## src/rtl/cpu_pkg.sv

```systemverilog
// Shared widths, FSM states and requester ids for the CPU memory arbiter.
package cpu_pkg;

  localparam int DATA_W = 19;
  localparam int ADDR_W = 10;

  typedef enum logic [1:0] {
    IDLE   = 2'd0,
    ACCESS = 2'd1,
    RESP   = 2'd2
  } state_e;

  typedef enum logic {
    REQ_IF = 1'b0,
    REQ_LS = 1'b1
  } req_id_e;

endpackage

```

## src/rtl/arb_pick.sv

```systemverilog
// Winner selection between the fetch and load/store requesters.
// ARB_ROUND_ROBIN_EN: ties go to the port not granted most recently; otherwise load/store wins.
module arb_pick
  import cpu_pkg::*;
(
`ifdef ARB_ROUND_ROBIN_EN
  input  logic    clk,
  input  logic    reset,
  input  logic    take,
`endif
  input  logic    if_req,
  input  logic    ls_req,
  output logic    any_req,
  output req_id_e winner
);

  assign any_req = if_req | ls_req;

`ifdef ARB_ROUND_ROBIN_EN
  // Low after reset so the fetch port wins the first tie.
  logic prefer_ls;

  always_ff @(posedge clk) begin
    if (reset) begin
      prefer_ls <= 1'b0;
    end else if (take) begin
      prefer_ls <= (winner == REQ_IF);
    end
  end

  always_comb begin
    winner = REQ_IF;
    if (ls_req && (!if_req || prefer_ls)) begin
      winner = REQ_LS;
    end
  end
`else
  always_comb begin
    winner = ls_req ? REQ_LS : REQ_IF;
  end
`endif

endmodule

```

## src/rtl/mem_arbiter.sv

```systemverilog
// Two-port (fetch, load/store) arbiter in front of a single-port synchronous memory.
// ARB_ROUND_ROBIN_EN selects alternating tie-break instead of fixed load/store priority.
module mem_arbiter #(
  parameter int DATA_W = cpu_pkg::DATA_W,
  parameter int ADDR_W = cpu_pkg::ADDR_W
) (
  input  logic              clk,
  input  logic              reset,
  input  logic              if_req,
  input  logic [ADDR_W-1:0] if_addr,
  output logic              if_gnt,
  output logic              if_rvalid,
  output logic [DATA_W-1:0] if_rdata,
  input  logic              ls_req,
  input  logic              ls_we,
  input  logic [ADDR_W-1:0] ls_addr,
  input  logic [DATA_W-1:0] ls_wdata,
  output logic              ls_gnt,
  output logic              ls_rvalid,
  output logic [DATA_W-1:0] ls_rdata,
  output logic              mem_en,
  output logic              mem_we,
  output logic [ADDR_W-1:0] mem_addr,
  output logic [DATA_W-1:0] mem_wdata,
  input  logic [DATA_W-1:0] mem_rdata,
  output logic              busy
);

  import cpu_pkg::*;

  state_e            state;
  req_id_e           owner;
  logic              owner_we;
  logic              any_req;
  req_id_e           winner;
  logic              arbitrate;
  logic              win_we;
  logic [ADDR_W-1:0] win_addr;
  logic [DATA_W-1:0] win_wdata;

  assign arbitrate = (state == IDLE) || (state == RESP);
  // The fetch port has no write path, so only a load/store winner can write.
  assign win_we    = (winner == REQ_LS) && ls_we;
  assign win_addr  = (winner == REQ_LS) ? ls_addr : if_addr;
  assign win_wdata = win_we ? ls_wdata : '0;

`ifdef ARB_ROUND_ROBIN_EN
  arb_pick u_arb_pick (
    .clk     (clk),
    .reset   (reset),
    .take    (arbitrate && any_req),
    .if_req  (if_req),
    .ls_req  (ls_req),
    .any_req (any_req),
    .winner  (winner)
  );
`else
  arb_pick u_arb_pick (
    .if_req  (if_req),
    .ls_req  (ls_req),
    .any_req (any_req),
    .winner  (winner)
  );
`endif

  always_ff @(posedge clk) begin
    if (reset) begin
      state     <= IDLE;
      owner     <= REQ_IF;
      owner_we  <= 1'b0;
      if_gnt    <= 1'b0;
      ls_gnt    <= 1'b0;
      if_rvalid <= 1'b0;
      ls_rvalid <= 1'b0;
      mem_en    <= 1'b0;
      mem_we    <= 1'b0;
      mem_addr  <= '0;
      mem_wdata <= '0;
    end else begin
      // NOTE: pulse outputs are cleared first with non-blocking defaults; a later assignment in the same edge overrides, so each is high for exactly one cycle and no latch is implied.
      if_gnt    <= 1'b0;
      ls_gnt    <= 1'b0;
      if_rvalid <= 1'b0;
      ls_rvalid <= 1'b0;
      mem_en    <= 1'b0;
      mem_we    <= 1'b0;
      mem_addr  <= '0;
      mem_wdata <= '0;
      case (state)
        ACCESS: begin
          state     <= RESP;
          if_rvalid <= (owner == REQ_IF);
          ls_rvalid <= (owner == REQ_LS);
        end
        default: begin
          if (arbitrate && any_req) begin
            state     <= ACCESS;
            owner     <= winner;
            owner_we  <= win_we;
            if_gnt    <= (winner == REQ_IF);
            ls_gnt    <= (winner == REQ_LS);
            mem_en    <= 1'b1;
            mem_we    <= win_we;
            mem_addr  <= win_addr;
            mem_wdata <= win_wdata;
          end else begin
            state <= IDLE;
          end
        end
      endcase
    end
  end

  // Memory data is only valid in RESP, so read data is steered combinationally; writes answer 0.
  assign if_rdata = (if_rvalid && !owner_we) ? mem_rdata : '0;
  assign ls_rdata = (ls_rvalid && !owner_we) ? mem_rdata : '0;
  assign busy     = (state != IDLE);

endmodule

```

## config.mk

```make
export PLATFORM = sky130hd
export DESIGN_NAME = mem_arbiter
export DESIGN_NICKNAME = d
export VERILOG_FILES = /design/src/rtl/cpu_pkg.sv /design/src/rtl/arb_pick.sv /design/src/rtl/mem_arbiter.sv
export SDC_FILE = /design/constraint.sdc
export NUM_CORES = 1
export LEC_CHECK = 0
export CAP_MARGIN = 15
export CORE_MARGIN = 10
export CORE_UTILIZATION = 30
export CTS_CLUSTER_SIZE = 30
export DETAILED_ROUTE_END_ITERATION = 6
export MAX_ROUTING_LAYER = met4
export PLACE_DENSITY = 0.77
export SLEW_MARGIN = 20
export SYNTH_ARGS = -nofsm -noshare
export SYNTH_HDL_FRONTEND = slang
export SYNTH_HIERARCHICAL = 1
export SYNTH_SLANG_ARGS = --single-unit
export TNS_END_PERCENT = 10
```

## constraint.sdc

```tcl
create_clock -name clk -period 1.4 [get_ports clk]
set_clock_uncertainty 0.2 [all_clocks]
set_input_delay 0.14 -clock clk [delete_from_list [all_inputs] [get_ports clk]]
set_output_delay 0.14 -clock clk [all_outputs]
set_load 0.005 [all_outputs]
```

Word level (Yosys, flattened, before mapping)
Index checks and enable logic that the tools add are counted.

Bitwise operators: 6. Eq/ne operators: 2. Reduce and logical (&&, ||, !) cells: 13. Muxes and demuxes: 7.

Operator list (number): 19-bit two-way mux (2); 10-bit two-way mux (1); 1-bit NOT (5); 1-bit logical AND (4); 2-bit OR reduction (2); 4-bit OR reduction (1); 1-bit two-way mux (3); 3-bit OR reduction (1); 2-bit by 1-bit equality test with 1-bit output, second input constant (1); 2-bit equality test, second input constant (1); 2-bit zero test (1); 2-bit two-way mux (1); 2-bit AND reduction (1); 2-bit nonzero test (1); 1-bit zero test (1); 1-bit logical OR (1); 1-bit bitwise OR (1).

Bits in registers: 39. Bits of input ports: 63. Logic and storage cells: 40.

Depth between registers and ports, before layout
Depth after elaboration: 5. Depth in mapped cells: 5. Gate-level depth less buffers: 4.

Modules after synthesis
The synthesis kept the hierarchy.

By module, submodules not included: mem_arbiter (area each 1461.4 um^2, cells each 141, times used 1); arb_pick (area each 13.8 um^2, cells each 2, times used 1).

Least setup slack after synthesis
No wires, ideal clock.

Path kind: register to output. From: reg if_rvalid. To: out if_rdata[10]. Data arrival time: 876 ps. Cell stages (with the launch flop): 4. Path slack: 184 ps. Cells stage by stage: dfxtp_1 nor2b_4 clkbuf_1 and2_1.

Word-level cells in the longest chain between the ends: 2.

Ends and longest elaborated chain: start: declaration (line mem_arbiter.sv:12) `output logic if_rvalid,`; start signal: assignment (line mem_arbiter.sv:92) `if_rvalid <= (owner == REQ_IF);`; 1-bit logical AND (line mem_arbiter.sv:115) `assign if_rdata = (if_rvalid && !owner_we) ? mem_rdata : '0;`; 19-bit two-way mux (line mem_arbiter.sv:115); end: declaration (line mem_arbiter.sv:13) `output logic [DATA_W-1:0] if_rdata,`.

Every way passes these cells.

Final worst setup path
From: reg owner_we. To: out ls_rdata[7].

Word-level cells in the longest chain between the ends: 3.

Ends and longest elaborated chain: start: declaration (line mem_arbiter.sv:33) `logic owner_we;`; start signal: assignment (line mem_arbiter.sv:99) `owner_we <= win_we;`; 1-bit zero test (line mem_arbiter.sv:116) `assign ls_rdata = (ls_rvalid && !owner_we) ? mem_rdata : '0;`; 1-bit logical AND (line mem_arbiter.sv:116); 19-bit two-way mux (line mem_arbiter.sv:116); end: declaration (line mem_arbiter.sv:20) `output logic [DATA_W-1:0] ls_rdata,`.

Every way passes these cells.

==> metrics.yaml <==
cts_hold_buf: 0
dp_slack_ns: -0.252
fp.dieH_um: 90.1
grt_remaining_overflow: 0
place.gp.congestion: 0.709
synth_area_um2: 1480
reg2reg_depth: 3
violations: "setup timing"
hold-worst-slack_ns: 0.222
grt_pass1_vias: 1637
r2r-start: "state[0]$_SDFF_PP0_"
vdd_drop_max_uv: 539
grt_pass1_wl_mm: 8.74
syn_to_final_growth_pct: 114
switching_power_uw: 536
r2r-end: "mem_wdata[3]$_SDFF_PP0_"
p_total_mw: 2.38
required_ns: 1.06
powerDensity_nw_per_um2: 754
slew_headroom: 0.802
cts-root-buf: "clkbuf_8"
antenna_found_initial: 0
netlist_instances: 143
cts_made_buffers: 5
worstSetupPathType: "reg -> out"
core_um2: 4750
clk-insertion-delay-late_ns: 0.28
status: "finished with violations"
routed_wirelength_mm: 5.87
vias_per_cell: 4.30
antenna_left: 0
path_clk_slew_ns: 0.07
clock_sinks: 38
cts_tree: "done"
max_freq_mhz: 627
track_usage: 0.137
initial_core_util: 0.310
final_common_cell: "clkdlybuf4s50_1"
tightestPinTransition_ns: 0.296
wl_per_cell_um: 16.2
drt_pass1_iterations: 4
port_buffers: 136
hold_viol_final: 0
slew_violations: 0
final_nets: 357
p_sw_frac: 0.225
p_comb_frac: 0.200
setup_violations: 38
worst_slack_ns: -0.195
crit_arrival_ns: 1.26
holdPathEnd: "if_rvalid$_SDFF_PP0_"
p_int_mw: 1.84
yosysSeqAreaShare: 0.516
min_period_ns: 1.60
io_pins: 137
rows: 25
rsz0062_at_grt: "yes"
die_w_um: 90.1
grt_max_degree: 22
final_cell_mix: "clkdlybuf4s50_1 (62), dfxtp_1 (35), dlygate4sd2_1 (33)"
cp-start-kind: "flop"
p_clk_frac: 0.323
drc: 0
p_leak_nw: 1.61
diodes: 0
synth_area_per_cell_um2: 10.3
cap_violations: 0
final.period_utilization: 1.14
pwr-share-seq: 0.477
r2r_slack_ns: 0.08
drive_gt1_frac: 0.339
endpoint_kind: "output port"
h-tree-depth: 2
min_path_type: "reg -> reg"
synth.distinct_cells: 21
crit_fanout: 5
hold_start: "owner$_SDFFE_PP0P_"
via_count: 1556
syn_nets: 206
drtIter0Drc: 30
clock_path_buffers: 2
min_path_cells: 1
yosys_warnings: 6
die_area_um2: 8120
ys_seq_elements: 38
power groups by stage:
stage | registers (mW) | clock network [mW] | logic [mW]
4_1_cts | 1.13 | 0.802 | 0.473
3_5_place_dp | 1.16 | 0 | 0.461
3_3_place_gp | 1.16 | 0 | 0.456
2_1_floorplan | 1.17 | 0 | 0.125
6_report | 1.13 | 0.767 | 0.476
5_1_grt | 1.14 | 0.830 | 0.512
how the worst max path moves through the flow:
stage               depth (start not counted)                  start  slack [ns]                      end
CTS                                         5   if_rvalid$_SDFF_PP0_       -0.31              if_rdata[0]
finish                                      5  owner_we$_SDFFE_PP0P_       -0.20              ls_rdata[7]
floorplan                                   3   if_rvalid$_SDFF_PP0_        0.18             if_rdata[10]
detailed placement                          4                 ls_req       -0.25  mem_wdata[3]$_SDFF_PP0_
global placement                            4  owner_we$_SDFFE_PP0P_       -0.22              ls_rdata[4]
global route                                5  owner_we$_SDFFE_PP0P_       -0.26              ls_rdata[8]
worst max-delay path: stages, from the launching register on:
cell and delay (ns):
dfxtp_4 0.37, nor2b_4 0.13, buf_6 0.14, buf_16 0.11
and2_1 0.12, buf_2 0.11
cell type report:
type / count / area, µm²
Fill cell: 394 / 1600
Timing Repair Buffer: 154 / 1510
Tap cell: 67 / 83.8
Sequential cell: 38 / 767
Multi-Input combinational cell: 94 / 697
Inverter: 1 / 3.75
Clock inverter: 2 / 12.5
Clock buffer: 6 / 82.6
per-stage QoR:
stage               cell area, µm²  utilization  setup TNS [ns]  instances
global route                  3150        0.663           -8.47        362
detailed placement            2930        0.616          -16.17        344
CTS                           3070        0.646           -8.31        364
global placement              2930        0.616          -14.19        344
finish                        3150        0.663           -6.12        362
floorplan                     1480            -               0        143
Yosys cell counts (all sizes together):
master	number	share of area
and2	40	0.17
dfxtp	38	0.52
and3	19	0.081
mux2i	11	0.075
nor2	11	0.028
buf	6	0.041
clkbuf	4	0.010
nor2b	3	0.023
or2	2	0.0085
a21oi	1	0.0034
and2b	1	0.0059
and4bb	1	0.011
inv	1	0.0025
nand2b	1	0.0042
nand3	1	0.0034
nor3b	1	0.0051
nor4b	1	0.0059
or3b	1	0.0076
routing by layer:
layer  global-route usage  vias to the layer above  part of all wire
met3               0.0540                        6             0.070
met4               0.0332                        0            0.0072
met5                    -                        -                 0
li1                     -                      766                 -
met1                0.143                      692              0.43
met2                0.237                       92              0.49
flip-flops by register name (all words and copies together), names as in the netlist:
| register | cells |
|---|---|
| if_gnt | 1 |
| owner_we | 1 |
| owner | 1 |
| mem_wdata | 19 |
| state | 2 |
| if_rvalid | 1 |
| mem_addr | 10 |
| mem_we | 1 |
| ls_rvalid | 1 |
| ls_gnt | 1 |
what timing repair did:
action	4_1_cts	5_1_grt
pin swaps	19	7
gates cloned	5	0
endpoints found under the setup margin	74	42
gates resized for setup	220	32
setup buffers	7	0
logic make-up (layout without fill, tap and decap cells):
| logic type | Yosys count | after routing | share of synthesized area |
|---|---|---|---|
| buf+inv | 11 | 163 | 0.0534 |
| simple gates | 82 | 82 | 0.353 |
| mux | 11 | 11 | 0.0746 |
| flops | 38 | 38 | 0.516 |
| compound gates | 1 | 1 | 0.00339 |
Note: power is estimated with default switching activity, not from simulation.
